File: config.mk
export PLATFORM = sky130hd
export DESIGN_NAME = register_file_param
export DESIGN_NICKNAME = d
export VERILOG_FILES = /design/src/rtl/register_file_param_pkg.sv /design/src/rtl/register_file_param_rf_clear_ctrl.sv /design/src/rtl/register_file_param.sv
export SDC_FILE = /design/constraint.sdc
export NUM_CORES = 1
export LEC_CHECK = 0
export BUFFER_PORTS_ARGS = -buffer_cell sky130_fd_sc_hd__buf_2
export CAP_MARGIN = 25
export CORE_UTILIZATION = 30
export CTS_CLUSTER_SIZE = 16
export DETAILED_ROUTE_END_ITERATION = 8
export HOLD_SLACK_MARGIN = 0.05
export PLACE_DENSITY = 0.48
export SYNTH_ARGS = -nofsm -noshare
export SYNTH_HDL_FRONTEND = slang
export SYNTH_SLANG_ARGS = --single-unit
File: constraint.sdc
create_clock -name Clk -period 2.2 [get_ports Clk]
set_clock_uncertainty 0.15 [all_clocks]
set_input_delay 0.22 -clock Clk [delete_from_list [all_inputs] [get_ports Clk]]
set_output_delay 0.22 -clock Clk [all_outputs]
set_load 0.01 [all_outputs]
File: src/rtl/register_file_param_pkg.sv
// -----------------------------------------------------------------------------
// register_file_param_pkg
// Shared definitions for the parametrised register file:
//   - rfState_e      : clear-engine state (IDLE, CLEAR)
//   - rfClog2        : address-width helper usable in parameter lists
//   - RF_DEFAULT_*   : default geometry (8 x 8-bit)
// -----------------------------------------------------------------------------
package register_file_param_pkg;

    localparam int RF_DEFAULT_WIDTH = 8;
    localparam int RF_DEFAULT_DEPTH = 8;

    typedef enum logic {
        IDLE  = 1'b0,
        CLEAR = 1'b1
    } rfState_e;

    // Ceiling log2. A depth of 1 still yields 0, but the register file
    // requires DEPTH >= 2, so the address is always at least one bit wide.
    function automatic int rfClog2(input int value);
        int result;
        int v;
        result = 0;
        v      = value - 1;
        while (v > 0) begin
            result = result + 1;
            v      = v >> 1;
        end
        return result;
    endfunction

endpackage

File: src/rtl/register_file_param_rf_clear_ctrl.sv
// -----------------------------------------------------------------------------
// rf_clear_ctrl
// Clear-sweep controller for register_file_param.
//   clk, rstN : rising-edge clock, asynchronous active-low reset
//   clrReq    : one-cycle clear-all request (ignored while sweeping)
//   wen       : raw write enable, used only to flag rejected writes
//   wrGate    : high when a write may reach the array (IDLE only)
//   clrEn     : high while a sweep write of zero is due this edge
//   clrIdx    : index being zeroed on this edge
//   busy      : sweep in progress
//   wrDrop    : registered pulse, a write arrived while sweeping
// -----------------------------------------------------------------------------
module rf_clear_ctrl
    import register_file_param_pkg::*;
#(
    parameter int DEPTH    = RF_DEFAULT_DEPTH,
    parameter int ZERO_REG = 1,
    localparam int AW      = rfClog2(DEPTH)
) (
    input  logic          clk,
    input  logic          rstN,
    input  logic          clrReq,
    input  logic          wen,
    output logic          wrGate,
    output logic          clrEn,
    output logic [AW-1:0] clrIdx,
    output logic          busy,
    output logic          wrDrop
);

    // Register 0 never holds data when it is hardwired, so the sweep skips it.
    localparam logic [AW-1:0] FIRST_IDX = (ZERO_REG != 0) ? AW'(1) : AW'(0);
    localparam logic [AW-1:0] LAST_IDX  = AW'(DEPTH - 1);

    rfState_e      state;
    rfState_e      stateNext;
    logic [AW-1:0] sweepCnt;
    logic [AW-1:0] sweepCntNext;

    always_ff @(posedge clk or negedge rstN) begin
        if (!rstN) begin
            state    <= IDLE;
            sweepCnt <= '0;
            wrDrop   <= 1'b0;
        end else begin
            state    <= stateNext;
            sweepCnt <= sweepCntNext;
            wrDrop   <= (state == CLEAR) && wen;
        end
    end

    always_comb begin
        stateNext    = state;
        sweepCntNext = sweepCnt;
        wrGate       = 1'b0;
        clrEn        = 1'b0;
        unique case (state)
            IDLE: begin
                wrGate = 1'b1;
                if (clrReq) begin
                    stateNext    = CLEAR;
                    sweepCntNext = FIRST_IDX;
                end
            end
            CLEAR: begin
                clrEn = 1'b1;
                // Terminal detection stops the counter at the last index
                // instead of letting it wrap back into the array.
                if (sweepCnt == LAST_IDX) begin
                    stateNext    = IDLE;
                    sweepCntNext = '0;
                end else begin
                    sweepCntNext = sweepCnt + AW'(1);
                end
            end
            default: begin
                stateNext    = IDLE;
                sweepCntNext = '0;
            end
        endcase
    end

    assign clrIdx = sweepCnt;
    assign busy   = (state == CLEAR);

endmodule

File: src/rtl/register_file_param.sv
// -----------------------------------------------------------------------------
// register_file_param
// WIDTH x DEPTH general-purpose register bank, one write port, two
// combinational read ports, optional hardwired-zero register 0, optional
// write-to-read bypass and a sequential clear-all engine.
//   Clk, Rst_n     : rising-edge clock, asynchronous active-low reset
//   WEN, RW, busW  : write enable / address / data
//   RX, busX       : read port X address / data
//   RY, busY       : read port Y address / data
//   CLR            : one-cycle clear-all request
//   busy           : clear sweep running
//   wr_drop        : one-cycle pulse, a write was rejected during a sweep
// DEPTH must be a power of two and at least 2.
// -----------------------------------------------------------------------------
module register_file_param
    import register_file_param_pkg::*;
#(
    parameter int WIDTH    = RF_DEFAULT_WIDTH,
    parameter int DEPTH    = RF_DEFAULT_DEPTH,
    parameter int BYPASS   = 0,
    parameter int ZERO_REG = 1,
    localparam int AW      = rfClog2(DEPTH)
) (
    input  logic             Clk,
    input  logic             Rst_n,
    input  logic             WEN,
    input  logic [AW-1:0]    RW,
    input  logic [WIDTH-1:0] busW,
    input  logic [AW-1:0]    RX,
    input  logic [AW-1:0]    RY,
    output logic [WIDTH-1:0] busX,
    output logic [WIDTH-1:0] busY,
    input  logic             CLR,
    output logic             busy,
    output logic             wr_drop
);

    logic [WIDTH-1:0] regs [DEPTH];

    logic          wrGate;
    logic          clrEn;
    logic [AW-1:0] clrIdx;
    logic          wrEn;
    logic          rwIsZeroReg;

    rf_clear_ctrl #(
        .DEPTH    (DEPTH),
        .ZERO_REG (ZERO_REG)
    ) uClearCtrl (
        .clk    (Clk),
        .rstN   (Rst_n),
        .clrReq (CLR),
        .wen    (WEN),
        .wrGate (wrGate),
        .clrEn  (clrEn),
        .clrIdx (clrIdx),
        .busy   (busy),
        .wrDrop (wr_drop)
    );

    assign rwIsZeroReg = (ZERO_REG != 0) && (RW == '0);

    // An accepted write: IDLE only, never to a hardwired register 0. The same
    // qualifier gates the bypass, so a dropped write is never forwarded.
    assign wrEn = WEN && wrGate && !rwIsZeroReg;

    // wrEn and clrEn are mutually exclusive (IDLE vs CLEAR), so at most one
    // entry is updated per edge.
    always_ff @(posedge Clk or negedge Rst_n) begin
        if (!Rst_n) begin
            for (int i = 0; i < DEPTH; i++) begin
                regs[i] <= '0;
            end
        end else begin
            if (wrEn) begin
                regs[RW] <= busW;
            end
            if (clrEn) begin
                regs[clrIdx] <= '0;
            end
        end
    end

    // Zero-register override is applied last so it wins over the bypass.
    always_comb begin
        busX = regs[RX];
        if ((BYPASS != 0) && wrEn && (RX == RW)) begin
            busX = busW;
        end
        if ((ZERO_REG != 0) && (RX == '0)) begin
            busX = '0;
        end
    end

    always_comb begin
        busY = regs[RY];
        if ((BYPASS != 0) && wrEn && (RY == RW)) begin
            busY = busW;
        end
        if ((ZERO_REG != 0) && (RY == '0)) begin
            busY = '0;
        end
    end

endmodule
Word-level counts from Yosys, hierarchy flattened
Cells that the tools add are included.
- input port bits: 21
- logic and storage cells: 59
- register bits after elaboration: 69
- bits in latches: 0
- output and inout bits: 18
- ROM bits: 0
- memories kept: 0
- memory bits (writable): 0
- shifts and indexed selects: 0
- multipliers: 0
- reduce and logical (&&, ||, !) cells: 9
- div/mod/pow operators: 0
- add/sub/neg operators: 1
- bitwise gates (word level): 7
- eq/ne operators: 2
- order comparisons: 6
- muxes and demuxes: 23
- operators by type and width (operator ; count):
    $mux W64 ; 2
    $and A64 B64 Y64 ; 1
    $bwmux W64 ; 1
    $mux W8 ; 8
    $not A64 Y64 ; 1
    $bmux W8 S3 ; 2
    $demux W8 S3 ; 2
    $ge A4 B4 Y1 const B ; 4
    $not A3 Y4 ; 4
    $logic_not A3 Y1 ; 3
    $lt A4 B1 Y1 const B ; 2
    $mux W3 ; 2
    $pmux W3 S2 ; 1
    $logic_and A1 B1 Y1 ; 5
    $mux W1 ; 4
    $add A3 B1 Y3 const B ; 1
    $eq A3 B3 Y1 const B ; 1
    $ne A2 B2 Y1 const B ; 1
    $pmux W1 S2 ; 1
    $logic_not A1 Y1 ; 1
    $not A1 Y1 ; 1

Longest topological paths before layout
- word-level depth: 9
- depth in mapped cells: 6
- depth with buffers taken out: 4

Cells and area by module
Synthesis repeated with hierarchy kept, for this count alone.
- cells, all modules: 400
- area total of the unflattened synthesis: 3945.0 um^2
- by module, submodules not included (module ; sequential area each (um^2) ; area an instance (um^2) ; cells an instance ; instances):
    register_file_param ; 1401.3 ; 3729.8 ; 383 ; 1
    rf_clear_ctrl ; 125.1 ; 215.2 ; 17 ; 1

Worst setup path before layout
No wires, ideal clock.
- path type: input to output
- start: input RY[2]
- end: output busY[0]
- required time: 1.830 ns
- path slack: 0.697 ns
- arrival time: 1.133 ns
- cell stages on the path: 4
- buffers on the path: 2
- path through: clkbuf_2 and2_1 clkbuf_1 a221oi_1
- word-level cells in the longest chain between the ends: 5
- elaborated cells between the ends (all ways): 6
- classes of those cells: mux (4); bitwise (1); reduce/logical (1)
- RTL lines (what ; line ; text):
    start, declared ; register_file_param.sv:30 ; input logic [AW-1:0] RY,
    $not A3 Y4 (not written as such) ; register_file_param.sv:96 ; busY = regs[RY];
    $bmux W8 S3 ; register_file_param.sv:96 ;
    $mux W8 (not written as such) (2 in a row) ; register_file_param.sv:96 ;
    $mux W8 (*) ; register_file_param.sv:100 ; if ((ZERO_REG != 0) && (RY == '0)) begin
    end, declared ; register_file_param.sv:32 ; output logic [WIDTH-1:0] busY,
Every way passes the cells marked *; elsewhere a longest branch is shown, timed or not. The select of a mux whose other input is x is not followed.

Final worst setup path
- start: register regs[38] (netlist bit)
- end: output busY[6]
- word-level cells in the longest chain between the ends: 4
- RTL lines (what ; line ; text):
    start, declared ; register_file_param.sv:38 ; logic [WIDTH-1:0] regs [DEPTH];
    start signal, assigned by index ; register_file_param.sv:76 ; regs[RW] <= busW;
    $bmux W8 S3 ; register_file_param.sv:96 ;
    $mux W8 (not written as such) (2 in a row) ; register_file_param.sv:96 ;
    $mux W8 ; register_file_param.sv:100 ;
No other way between the ends. The select of a mux whose other input is x is not followed.

==> flow_summary_export.csv <==
group,metric,value,unit
synth,synth_xor_xnor_area_share,0,
timing,fmax,478,MHz
detailed_routing,wl_per_cell,18.8,µm
die,rows,41,
cells_and_area,regArea,1530,µm²
timing,finalCriticalPeriod,2.09,ns
clocking,cts_tree,"yes",
cells_and_area,layout_common_cells,"dfrtp_1, nand2_1, nand3_1",
detailed_routing,drc,0,
cells_and_area,multi_input_area,2090,µm²
synth,ys_types,34,
synth,netlist.area_leader.share,0.386,
synth,ys_seq_elements,61,
synth,synthesis.area,3950,µm²
synth,yosys-top-cells-area,"dfrtp_1, o21ai_2, nand3_1, mux2i_1, nand2_1",
placed_design,post-dp-hpwl,8420,µm
synth,synthCells,400,
timing,postLayoutSetupSlackWorst,0.107,ns
cells_and_area,fin_nets,453,
synth,yosys_warnings,0,
cells_and_area,final_common_cell,"dfrtp_1",
synth,synth_top_family_by_area,"compound AO/OA/AOI/OAI gates",
run_status,outcome,"complete, no violations",
job,maxCapViolations,0,
cells_and_area,nFillCells,1358,
clocking,clk_root_buffer_cell,"clkbuf_16",
timing,fin_tns_setup,0,ns
worst_setup_path,ff2ff_setup_slack,0.37,ns
clocking,cts-resized-gates,0,
detailed_routing,wl,11400,µm
detailed_routing,vias,3241,
clocking,cts_max_path_buffers,2,
timing,period_share,0.951,
detailed_routing,ant_nets,0,
synth,muxShareOfSynthArea,0.116,
worst_setup_path,cp-end-kind,"output port",
clocking,numCtsBuffers,9,
detailed_routing,dr.pass1.iters,4,
synth,synth_compound_area_frac,0.209,
grt,grt_pass1_vias,3223,
worst_setup_path,crit_path_start_kind,"flop",
synth,yosysSeqAreaShare,0.386,
synth,avgSynthCellArea,9.88,µm²
grt,grt_max_degree,62,
min_path,hold_class,"input port to flop",
placed_design,finalWeightedCongestion,0.799,
timing,finalMaxSlewViolations,0,
clocking,clk_pin_slew,0.05,ns
die,core,12700,µm²
synth,yosys.area_share.simple,0.197,
placed_design,port_buffers,38,
synth,synth_top_cell_by_area,"dfrtp_1",
clocking,cts_num_sinks,61,
grt,grt_usage,0.181,
grt,overflow,0,
placed_design,place_ws,0.231,ns
die,io_pins,39,
worst_setup_path,crit_required,1.83,ns
pwr,power_density,1130,nW/µm²
timing,rsz0062_at_grt,"no",
detailed_routing,drt_iter0_drc,207,
die,dieHeight,117,µm
die,die_area,13600,µm²
die,die_x,117,µm
cells_and_area,area_growth,14.2,%
worst_setup_path,path_max_fanout,3,
pwr,p_leak,1.96,nW
worst_setup_path,criticalPathCategory,"flop to output port",
timing,hold_viol,0,
worst_setup_path,arrival,1.72,ns
grt,antenna_found_initial,0,
cells_and_area,final_layout_size_suffix_gt1_frac,0.316,
cells_and_area,diodes,0,
timing,worst-slew-pin-transition,0.896,ns
timing,setup_viol,0,
grt,grt_pass1_wl,18400,µm
pwr,vdd_ir_drop_max,0.517,mV
timing,slew_headroom,0.402,
synth,syn_nets,423,
synth,synth_adder_area_share,0.00633,
detailed_routing,viasPerCell,5.35,
clocking,worstSkewPairLatency,0.32,ns
clocking,h-tree-depth,3,
die,start_util,0.311,
timing repair:
| action | 4_1_cts | 5_1_grt |
|---|---|---|
| endpoints found under the hold margin | 65 | 0 |
| hold buffers | 3 | 0 |
| setup buffers | 0 | 0 |
layout make-up:
| cell class | instances | share of cell area |
|---|---|---|
| clock inverter | 2 | 0.00222 |
| tap | 172 | 0.0477 |
| multi-input combinational | 293 | 0.463 |
| sequential | 61 | 0.338 |
| clock buffer | 13 | 0.0554 |
| inverter | 1 | 0.000832 |
| timing repair buffer | 64 | 0.0926 |
metrics by stage:
step	total power, mW	utilization	hold slack [ns]	cells	instance area, µm²
after floorplan	3.31	-	-0.226	400	3950
after global placement	3.84	0.332	0.111	588	4220
after detailed placement	3.88	0.332	0.113	588	4220
after CTS	5.15	0.355	0.0646	606	4510
after global routing	5.47	0.355	0.0691	606	4510
final	5.12	0.355	0.0706	606	4510
where the power goes:
group	internal, mW	switching, mW	total, mW
clock network	0.782	0.466	1.25
registers	1.61	0.539	2.15
logic	0.805	0.916	1.72
logic make-up (layout without fill, tap and decap cells):
family                     Yosys count  count (layout)
and+or+nand+nor                    151             151
AOI/OAI and AO/OA                   99              99
DFF                                 61              61
buffers and inverters               46              80
muxes                               41              41
adders and majority gates            2               2
sequential cells by signal, indices dropped and copies added, names as in the netlist:
signal	cells
uClearCtrl.busy	1
uClearCtrl.clrIdx	3
uClearCtrl.wrDrop	1
regs	56
cells in the mapped netlist:
cell       count
clkbuf_2       2
ha_1           2
buf_6          9
nor3b_4        1
o21ai_2       32
mux2i_1       25
nand2b_1       3
inv_1          1
and2_1         6
dfrtp_1       61
nand4_1        2
nand3_1       55
nand4bb_1      3
mux2_2         8
buf_1          3
a311oi_1       8
nand2_1       58
nor2_1         1
clkbuf_1       6
and3b_1        1
buf_4         13
a221oi_1      13
o21a_1         1
mux2_4         8
o21ai_1       24
and2_4         4
buf_12         2
a221oi_2      11
nand3b_1       1
nand4b_1       3
o21ai_0        2
nor2b_1       13
a211oi_1       8
buf_2         10
final timing paths:
path | cells past startpoint | end | start
max | 4 | busY[6] | regs[38]
min | 3 | regs[28] | busW[4]
max reg2reg | 3 | regs[25] | uClearCtrl.busy
min reg2reg | 2 | regs[12] | regs[12]
max in group asynchronous | 3 | regs[22] | Rst_n
min in group asynchronous | 3 | regs[19] | Rst_n
worst max-delay path, cell delays in order, from the launching register on:
cell and delay [ns]:
dfrtp_1 0.39, mux2_2 0.26, a221oi_1 0.48, a221oi_2 0.07, buf_2 0.19
routing by layer:
| metal | routed length (µm) | GRT usage | up-vias | share of wire |
|---|---|---|---|---|
| li1 | - | - | 1535 | - |
| met1 | 5490 | 0.253 | 1602 | 0.48 |
| met2 | 5180 | 0.280 | 90 | 0.45 |
| met3 | 574 | 0.0412 | 14 | 0.050 |
| met4 | 172 | 0.0523 | 0 | 0.015 |
| met5 | 0 | 0 | - | 0 |
Power figures use the tool's default switching activity.
